`config.mk`:
```
export PLATFORM = sky130hd
export DESIGN_NAME = srl_fifo_read_ctrl_flat
export DESIGN_NICKNAME = d
export VERILOG_FILES = /design/src/rtl/srl_fifo_read_ctrl_if.sv /design/src/rtl/srl_fifo_read_ctrl.sv /design/src/flat_wrapper.sv
export SDC_FILE = /design/constraint.sdc
export NUM_CORES = 1
export LEC_CHECK = 0
export ABC_AREA = 1
export CORE_AREA = 2 2 39 41
export CTS_CLUSTER_DIAMETER = 200
export DETAILED_ROUTE_END_ITERATION = 10
export DIE_AREA = 0 0 41 43
export HOLD_SLACK_MARGIN = 0.08
export PLACE_DENSITY = 0.54
export SLEW_MARGIN = 40
export SYNTH_ARGS = -nofsm -noshare
export SYNTH_HDL_FRONTEND = slang
export SYNTH_SLANG_ARGS = --single-unit
```
`constraint.sdc`:
```
create_clock -name clk -period 1.4 [get_ports clk]
set_clock_uncertainty 0.05 [all_clocks]
set_input_delay 0.28 -clock clk [delete_from_list [all_inputs] [get_ports clk]]
set_output_delay 0.28 -clock clk [all_outputs]
set_load 0.01 [all_outputs]
```
`src/rtl/srl_fifo_read_ctrl_if.sv`:
```
// Producer, consumer and SRL-storage signals of the SRL FIFO read controller.
// The slave modport is the controller's view; master is the surrounding environment's view.
interface srl_fifo_read_ctrl_if #(
    parameter int DATA_WIDTH = 1,
    parameter int ADDR_WIDTH = 1
);
    logic                  if_write;
    logic                  if_full_n;
    logic [DATA_WIDTH-1:0] if_din;
    logic                  if_empty_n;
    logic                  if_read;
    logic [DATA_WIDTH-1:0] if_dout;
    logic                  srl_we;
    logic [ADDR_WIDTH-1:0] srl_addr;
    logic [DATA_WIDTH-1:0] srl_dout;

    modport slave (
        input  if_write,
        input  if_din,
        input  if_read,
        input  srl_dout,
        output if_full_n,
        output if_empty_n,
        output if_dout,
        output srl_we,
        output srl_addr
    );

    modport master (
        output if_write,
        output if_din,
        output if_read,
        output srl_dout,
        input  if_full_n,
        input  if_empty_n,
        input  if_dout,
        input  srl_we,
        input  srl_addr
    );
endinterface

```
`src/rtl/srl_fifo_read_ctrl.sv`:
```
// Purpose: occupancy/address control for an SRL FIFO plus a registered FWFT output stage.
// Latency: write to if_empty_n is 2 cycles, or 1 cycle into an empty FIFO when SRL_FIFO_BYPASS_EN is defined.
// Backpressure: if_full_n drops at DEPTH SRL entries (a same-cycle pop frees nothing); output holds until if_read.
module srl_fifo_read_ctrl #(
    parameter int DATA_WIDTH = 1,
    parameter int ADDR_WIDTH = 1,
    parameter int DEPTH      = 2
) (
    input  logic                clk,
    input  logic                reset,
    srl_fifo_read_ctrl_if.slave bus
);
    localparam int CNT_W = $clog2(DEPTH + 1);

    logic [CNT_W-1:0]      cnt_q,      cnt_d;
    logic                  out_vld_q,  out_vld_d;
    logic [DATA_WIDTH-1:0] out_data_q, out_data_d;

    logic                  full_n;
    logic                  wr_ok;
    logic                  rd_ok;
    logic                  byp;
    logic                  pop;
    logic                  we;
    logic [ADDR_WIDTH-1:0] addr;

    always_comb begin
        full_n = (cnt_q != CNT_W'(DEPTH));
        wr_ok  = bus.if_write & full_n;
        rd_ok  = bus.if_read & out_vld_q;
`ifdef SRL_FIFO_BYPASS_EN
        // An empty SRL with a free output stage lets the write land directly in the output register.
        byp    = wr_ok & (cnt_q == '0) & (~out_vld_q | rd_ok);
`else
        byp    = 1'b0;
`endif
        we     = wr_ok & ~byp;
        pop    = (cnt_q != '0) & (~out_vld_q | rd_ok);
        // Oldest entry sits at cnt-1; a same-edge shift keeps the next-oldest at that same index.
        addr   = (cnt_q != '0) ? ADDR_WIDTH'(cnt_q - CNT_W'(1)) : '0;
    end

    always_comb begin
        cnt_d      = cnt_q;
        out_vld_d  = out_vld_q;
        out_data_d = out_data_q;

        if (we && !pop) begin
            cnt_d = cnt_q + CNT_W'(1);
        end else if (pop && !we) begin
            cnt_d = cnt_q - CNT_W'(1);
        end

        if (pop) begin
            out_vld_d  = 1'b1;
            out_data_d = bus.srl_dout;
        end else if (byp) begin
            out_vld_d  = 1'b1;
            out_data_d = bus.if_din;
        end else if (rd_ok) begin
            out_vld_d  = 1'b0;
        end
    end

    always_ff @(posedge clk) begin
        if (reset) begin
            cnt_q      <= '0;
            out_vld_q  <= 1'b0;
            out_data_q <= '0;
        end else begin
            cnt_q      <= cnt_d;
            out_vld_q  <= out_vld_d;
            out_data_q <= out_data_d;
        end
    end

`ifndef SRL_FIFO_BYPASS_EN
    logic unused_din;
    assign unused_din = ^bus.if_din;
`endif

    assign bus.if_full_n  = full_n;
    assign bus.srl_we     = we;
    assign bus.srl_addr   = addr;
    assign bus.if_empty_n = out_vld_q;
    assign bus.if_dout    = out_data_q;
endmodule
```
`src/flat_wrapper.sv`:
```
// flat-port wrapper written by rule: the top's interface ports become plain ports
module srl_fifo_read_ctrl_flat 
#(
    parameter int DATA_WIDTH = 1,
    parameter int ADDR_WIDTH = 1,
    parameter int DEPTH      = 2
)
  (clk, reset, bus_if_write, bus_if_din, bus_if_read, bus_srl_dout, bus_if_full_n, bus_if_empty_n, bus_if_dout, bus_srl_we, bus_srl_addr);
  srl_fifo_read_ctrl_if #(.DATA_WIDTH(DATA_WIDTH), .ADDR_WIDTH(ADDR_WIDTH)) bus_i ();
  input  logic clk;
  input  logic reset;
  input wire logic [$bits(bus_i.if_write)-1:0] bus_if_write;
  input wire logic [$bits(bus_i.if_din)-1:0] bus_if_din;
  input wire logic [$bits(bus_i.if_read)-1:0] bus_if_read;
  input wire logic [$bits(bus_i.srl_dout)-1:0] bus_srl_dout;
  output wire logic [$bits(bus_i.if_full_n)-1:0] bus_if_full_n;
  output wire logic [$bits(bus_i.if_empty_n)-1:0] bus_if_empty_n;
  output wire logic [$bits(bus_i.if_dout)-1:0] bus_if_dout;
  output wire logic [$bits(bus_i.srl_we)-1:0] bus_srl_we;
  output wire logic [$bits(bus_i.srl_addr)-1:0] bus_srl_addr;
  assign bus_i.if_write = bus_if_write;
  assign bus_i.if_din = bus_if_din;
  assign bus_i.if_read = bus_if_read;
  assign bus_i.srl_dout = bus_srl_dout;
  assign bus_if_full_n = bus_i.if_full_n;
  assign bus_if_empty_n = bus_i.if_empty_n;
  assign bus_if_dout = bus_i.if_dout;
  assign bus_srl_we = bus_i.srl_we;
  assign bus_srl_addr = bus_i.srl_addr;
  srl_fifo_read_ctrl #(.DATA_WIDTH(DATA_WIDTH), .ADDR_WIDTH(ADDR_WIDTH), .DEPTH(DEPTH)) u_core (.clk(clk), .reset(reset), .bus(bus_i));
endmodule
```
# Yosys cells after proc, flatten, opt, wreduce, memory -nomap -nowiden
# Cells that the tools add are included.
[totals]
ff_bits = 4
elab_cells = 23
[op_classes]
addsub = 2
eq_ne = 1
n_mux = 5
n_bitwise = 5
n_reduce_logical = 7
[op_table]
columns = ["cell", "n"]
rows = [
  ["nonzero test 2 bit", 3],
  ["2-to-1 mux 2 bit", 2],
  ["AND 1 bit", 3],
  ["2-to-1 mux 1 bit", 3],
  ["adder 2 x 1 -> 2 bit (second input constant)", 1],
  ["logical AND 1 bit", 2],
  ["logical NOT 1 bit", 2],
  ["inequality test 2 bit (second input constant)", 1],
  ["subtractor 2 x 1 -> 2 bit (second input constant)", 1],
  ["NOT 1 bit", 1],
  ["OR 1 bit", 1],
]

# Depth between registers and ports, before layout
[depth]
word_depth = 6
mapped_depth = 10
ltp_nobuf = 10

# Least setup slack after synthesis
# Ideal clock, no wire load.
[synth_timing]
kind = "reg-to-reg"
from = "register u_core.cnt_q[0]"
to = "register u_core.cnt_q[1]"
setup_time_ps = 109
arrival_ps = 1314
required_ps = 1241
setup_slack_ps = -73
stages_incl_launch_ff = 9
synth_period_minus_slack_ps = 1473
path_cell_list = "dfxtp_1 -> inv_1 -> ha_1 -> nor2_1 -> ha_1 -> inv_1 -> nand3_1 -> nand2_1 -> inv_1"
[synth_between]
elab_chain_len = 5
word_cells_on_any_way = 13
classes_between = "add/sub (2); eq/ne (1); mux (2); bitwise (2); reduce/logical (6)"
[synth_rtl]
columns = ["element", "line", "source"]
rows = [
  ["from (decl)", "srl_fifo_read_ctrl.sv:15", "logic [CNT_W-1:0] cnt_q, cnt_d;"],
  ["from (signal assigned)", "srl_fifo_read_ctrl.sv:71", "cnt_q <= cnt_d;"],
  ["inequality test 2 bit (*)", "srl_fifo_read_ctrl.sv:28", "full_n = (cnt_q != CNT_W'(DEPTH));"],
  ["AND 1 bit (*)", "srl_fifo_read_ctrl.sv:29", "wr_ok = bus.if_write & full_n;"],
  ["net bus_srl_we", "flat_wrapper.sv:19", "output wire logic [$bits(bus_i.srl_we)-1:0] bus_srl_we;"],
  ["logical NOT 1 bit", "srl_fifo_read_ctrl.sv:50", "end else if (pop && !we) begin"],
  ["logical AND 1 bit", "srl_fifo_read_ctrl.sv:50", ""],
  ["nonzero test 2 bit (no source line)", "n/a", ""],
]
# Mark *: on every way through the listed nets, which the timed path passes. The rest lies on a longest branch. The select of a mux whose other input is x is not followed.
# A chain may end at the register's enable or synchronous reset.

# Worst setup path in the final report
[layout_timing]
from = "register u_core.cnt_q[0]"
to = "register u_core.cnt_q[0]"
[layout_between]
elab_chain_len = 5
word_cells_on_any_way = 13
classes_between = "add/sub (2); eq/ne (1); mux (2); bitwise (2); reduce/logical (6)"
[layout_rtl]
columns = ["element", "line"]
rows = [
  ["inequality test 2 bit / nonzero test 2 bit (equally long branches)", "srl_fifo_read_ctrl.sv:28, srl_fifo_read_ctrl.sv:38"],
  ["AND 1 bit, on equally long branches", "srl_fifo_read_ctrl.sv:29, srl_fifo_read_ctrl.sv:38"],
  ["logical NOT 1 bit, on equally long branches", "srl_fifo_read_ctrl.sv:50, srl_fifo_read_ctrl.sv:48"],
  ["logical AND 1 bit, on equally long branches", "srl_fifo_read_ctrl.sv:50, srl_fifo_read_ctrl.sv:48"],
  ["nonzero test 2 bit (no source line) / 2-to-1 mux 2 bit (equally long branches)", "n/a"],
]
# Several ways; a longest one is shown, not always the timed one. The select of a mux whose other input is x is not followed.

==> out/qor.txt <==
worst vdd ir - 0.9195 mV
Synth Cell Area - 247.7 µm²
vias in the first global route - 252
final instance area - 484.2 µm²
Vias/cell - 3.729
CTS tree - yes
unrepaired setup endpoints after global routing - yes
main area contributors after synthesis - dfxtp_1 (32%), ha_1 (20%), inv_1 (18%)
worst hold path class - flop to flop
count of cell types in the netlist - 10
Mapped Nets - 45
post-route ant nets - 0
setup slack after layout - 0.02463 ns
GPL Wtd Cong - 0.7777
Synth Instances - 35
drt pass-1 iters - 2
Pleak - 0.2429 nW
clk buf depth - 2
drt wl/cell - 7.314 µm
Final setup viols - 0
H-tree depth - 1
critical path capture point type - flop
Die Area - 0.001763 mm²
n_diodes - 0
share of layout cells above drive strength 1 - 0.5185
Hold Violations, Final - 0
I/O pin cnt - 11
Sink Count - 4
post-layout min period - 1.375 ns
period utilisation layout - 0.9824
dominant cell type by area after synthesis - dfxtp_1
antenna violations before repair - 0
power density over the cells - 2211 mW/mm²
Synth warnings - 0
final net count - 66
dpl hpwl - 385.4 µm
Layout fillers - 154
Mean Syn Cell Area - 7.078 µm²
quantity of I/O buffers inserted on ports - 9
pre-CTS WS - -0.3590 ns
P&R area growth vs syn - 95.45%
crit-path max FO - 3
Placed Cells - 65
CP endpoint - u_core.cnt_q[0]$_SDFFE_PP0P_
Critical Path Source - u_core.cnt_q[0]$_SDFFE_PP0P_
Final Core Density - 0.3499
first-pass GRT wire length - 917 µm
count of final max-slew check failures - 0
Multi-input gate area - 182.7 µm²
r2r setup slk - 0.02 ns
DRC Markers - 0
die width - 41 µm
Overall Power - 1.070 mW
crit path kind - flop to flop
# Max-Cap Violations - 0
CTS Buf Count - 3
latest clock arrival within the worst-skew pair - 0.24 ns
pin count of the biggest net entering global routing - 4
top-area cell type share of the netlist area - 0.3232
GRT Total Usage - 0.08434
Worst Setup Start Kind - flop
Reg-to-Reg End - u_core.cnt_q[0]$_SDFFE_PP0P_
Clk pin slew, worst setup/hold paths - 0.04 ns
fin cells - 70
CP required - 1.47 ns
Worst-Margin Slew - 0.1304 ns
Rel. slew slack - 0.9130
1st-iter DRT viols - 3
final WL - 512 µm
clock root buffer - clkbuf_4
core footprint - 0.001384 mm²
CP arrival - 1.45 ns
Vias - 261
CTS hold repair buffers - 0
Worst Reg-to-Reg Cells - 9
Initial Utilization - 0.1790
FF+latch count, synth - 4
outcome - finished, final reports clean
Remaining Overflow, GRT - 0
RR Startpoint - u_core.cnt_q[0]$_SDFFE_PP0P_
Max Clock Freq - 727.1 MHz
Cell Rows - 14
Placed Area - 397.9 µm²
post-synthesis sequential area ratio - 0.3232
die extent in y - 43 µm
FF/Latch Area - 82.58 µm²
-- synth_stat cells, drive strengths merged --
cell and number:
nand3 2, inv 12, nor2 2, ha 4, dfxtp 4, nand2 6
a21oi 4, o21ai 1
-- layout by cell type, fill, tap and decap left out --
cell,synthesis,routed
inv_1,12,9
buf_4,0,6
nand2_1,5,4
clkdlybuf4s50_1,0,4
a21oi_1,4,3
ha_4,0,3
clkbuf_4,0,3
buf_2,0,3
nand2_2,1,2
inv_2,0,2
nand3_2,1,2
dlygate4sd2_1,0,2
dfxtp_1,4,2
dfxtp_2,0,2
inv_4,0,1
nor2_1,2,1
o21ai_2,0,1
a21oi_2,0,1
nor2_4,0,1
ha_1,4,1
buf_6,0,1
-- flip-flops by register name, summed over array words and instances, names as in the netlist --
name and flops:
u_core.cnt_q 2, u_core.bus.if_dout 1, u_core.bus.if_empty_n 1
-- worst max-delay path: stages, from the launching register on --
cell and delay (ns):
dfxtp_2 0.32, inv_2 0.05, buf_6 0.12, ha_4 0.15, inv_2 0.05, nand2_2 0.06, ha_4 0.28, inv_4 0.04
o21ai_2 0.11, a21oi_2 0.04
-- logic make-up (layout without fill, tap and decap cells) --
logic type / after synthesis / count (layout) / share of synthesized area
buffers and inverters: 12 / 31 / 0.1818
AND/OR/NAND/NOR: 10 / 10 / 0.1919
adder cells (fa/ha/maj): 4 / 4 / 0.2020
flip-flops: 4 / 4 / 0.3232
AO/OA/AOI/OAI: 5 / 5 / 0.1010
-- layer usage --
layer	part of all wire	track usage	vias to the layer above
met3	0.10	0.09424	0
met1	0.37	0.08682	113
li1	-	-	140
met2	0.52	0.1125	8
met5	0	0	-
met4	0	0.02000	0
-- layout make-up --
class | count | share of cell area
clock buffers | 3 | 0.04651
well taps | 16 | 0.04134
inverters | 12 | 0.09819
flip-flops and latches | 4 | 0.1705
multi-input cells | 19 | 0.3773
repair buffers | 16 | 0.2662
-- where the power goes --
| part | total (mW) | switching [mW] | internal (mW) |
|---|---|---|---|
| Clock | 0.145 | 0.0487 | 0.0960 |
| Combinational | 0.723 | 0.341 | 0.382 |
| Sequential | 0.202 | 0.0319 | 0.171 |
-- stage by stage --
| stage | hold WS, ns | TNS [ns] |
|---|---|---|
| 6_report | 0.4209 | 0 |
| 5_1_grt | 0.4481 | -0.09442 |
| 4_1_cts | 0.4290 | 0 |
| 3_5_place_dp | 0.3934 | -1.081 |
| 3_3_place_gp | 0.3839 | -1.009 |
| 2_1_floorplan | 0.2991 | 0 |
-- repair_timing --
item                                    4_1_cts  5_1_grt
setup buffers                                 1        1
endpoints found under the setup margin        7        5
gates resized for setup                      24        8
pin swaps                                     1        5
-- worst min path at each step --
| stage | startpoint | to | slack, ns | cells past startpoint |
|---|---|---|---|---|
| floorplan | reset | u_core.bus.if_empty_n$_SDFFE_PP0P_ | 0.30 | 1 |
| global placement | u_core.cnt_q[0]$_SDFFE_PP0P_ | u_core.cnt_q[0]$_SDFFE_PP0P_ | 0.38 | 1 |
| detailed placement | u_core.cnt_q[0]$_SDFFE_PP0P_ | u_core.cnt_q[0]$_SDFFE_PP0P_ | 0.39 | 1 |
| CTS | u_core.bus.if_dout$_SDFFE_PP0P_ | u_core.bus.if_dout$_SDFFE_PP0P_ | 0.43 | 2 |
| global route | u_core.bus.if_dout$_SDFFE_PP0P_ | u_core.bus.if_dout$_SDFFE_PP0P_ | 0.45 | 2 |
| finish | u_core.bus.if_dout$_SDFFE_PP0P_ | u_core.bus.if_dout$_SDFFE_PP0P_ | 0.42 | 2 |
No activity file was read; power rests on OpenSTA's default activity.
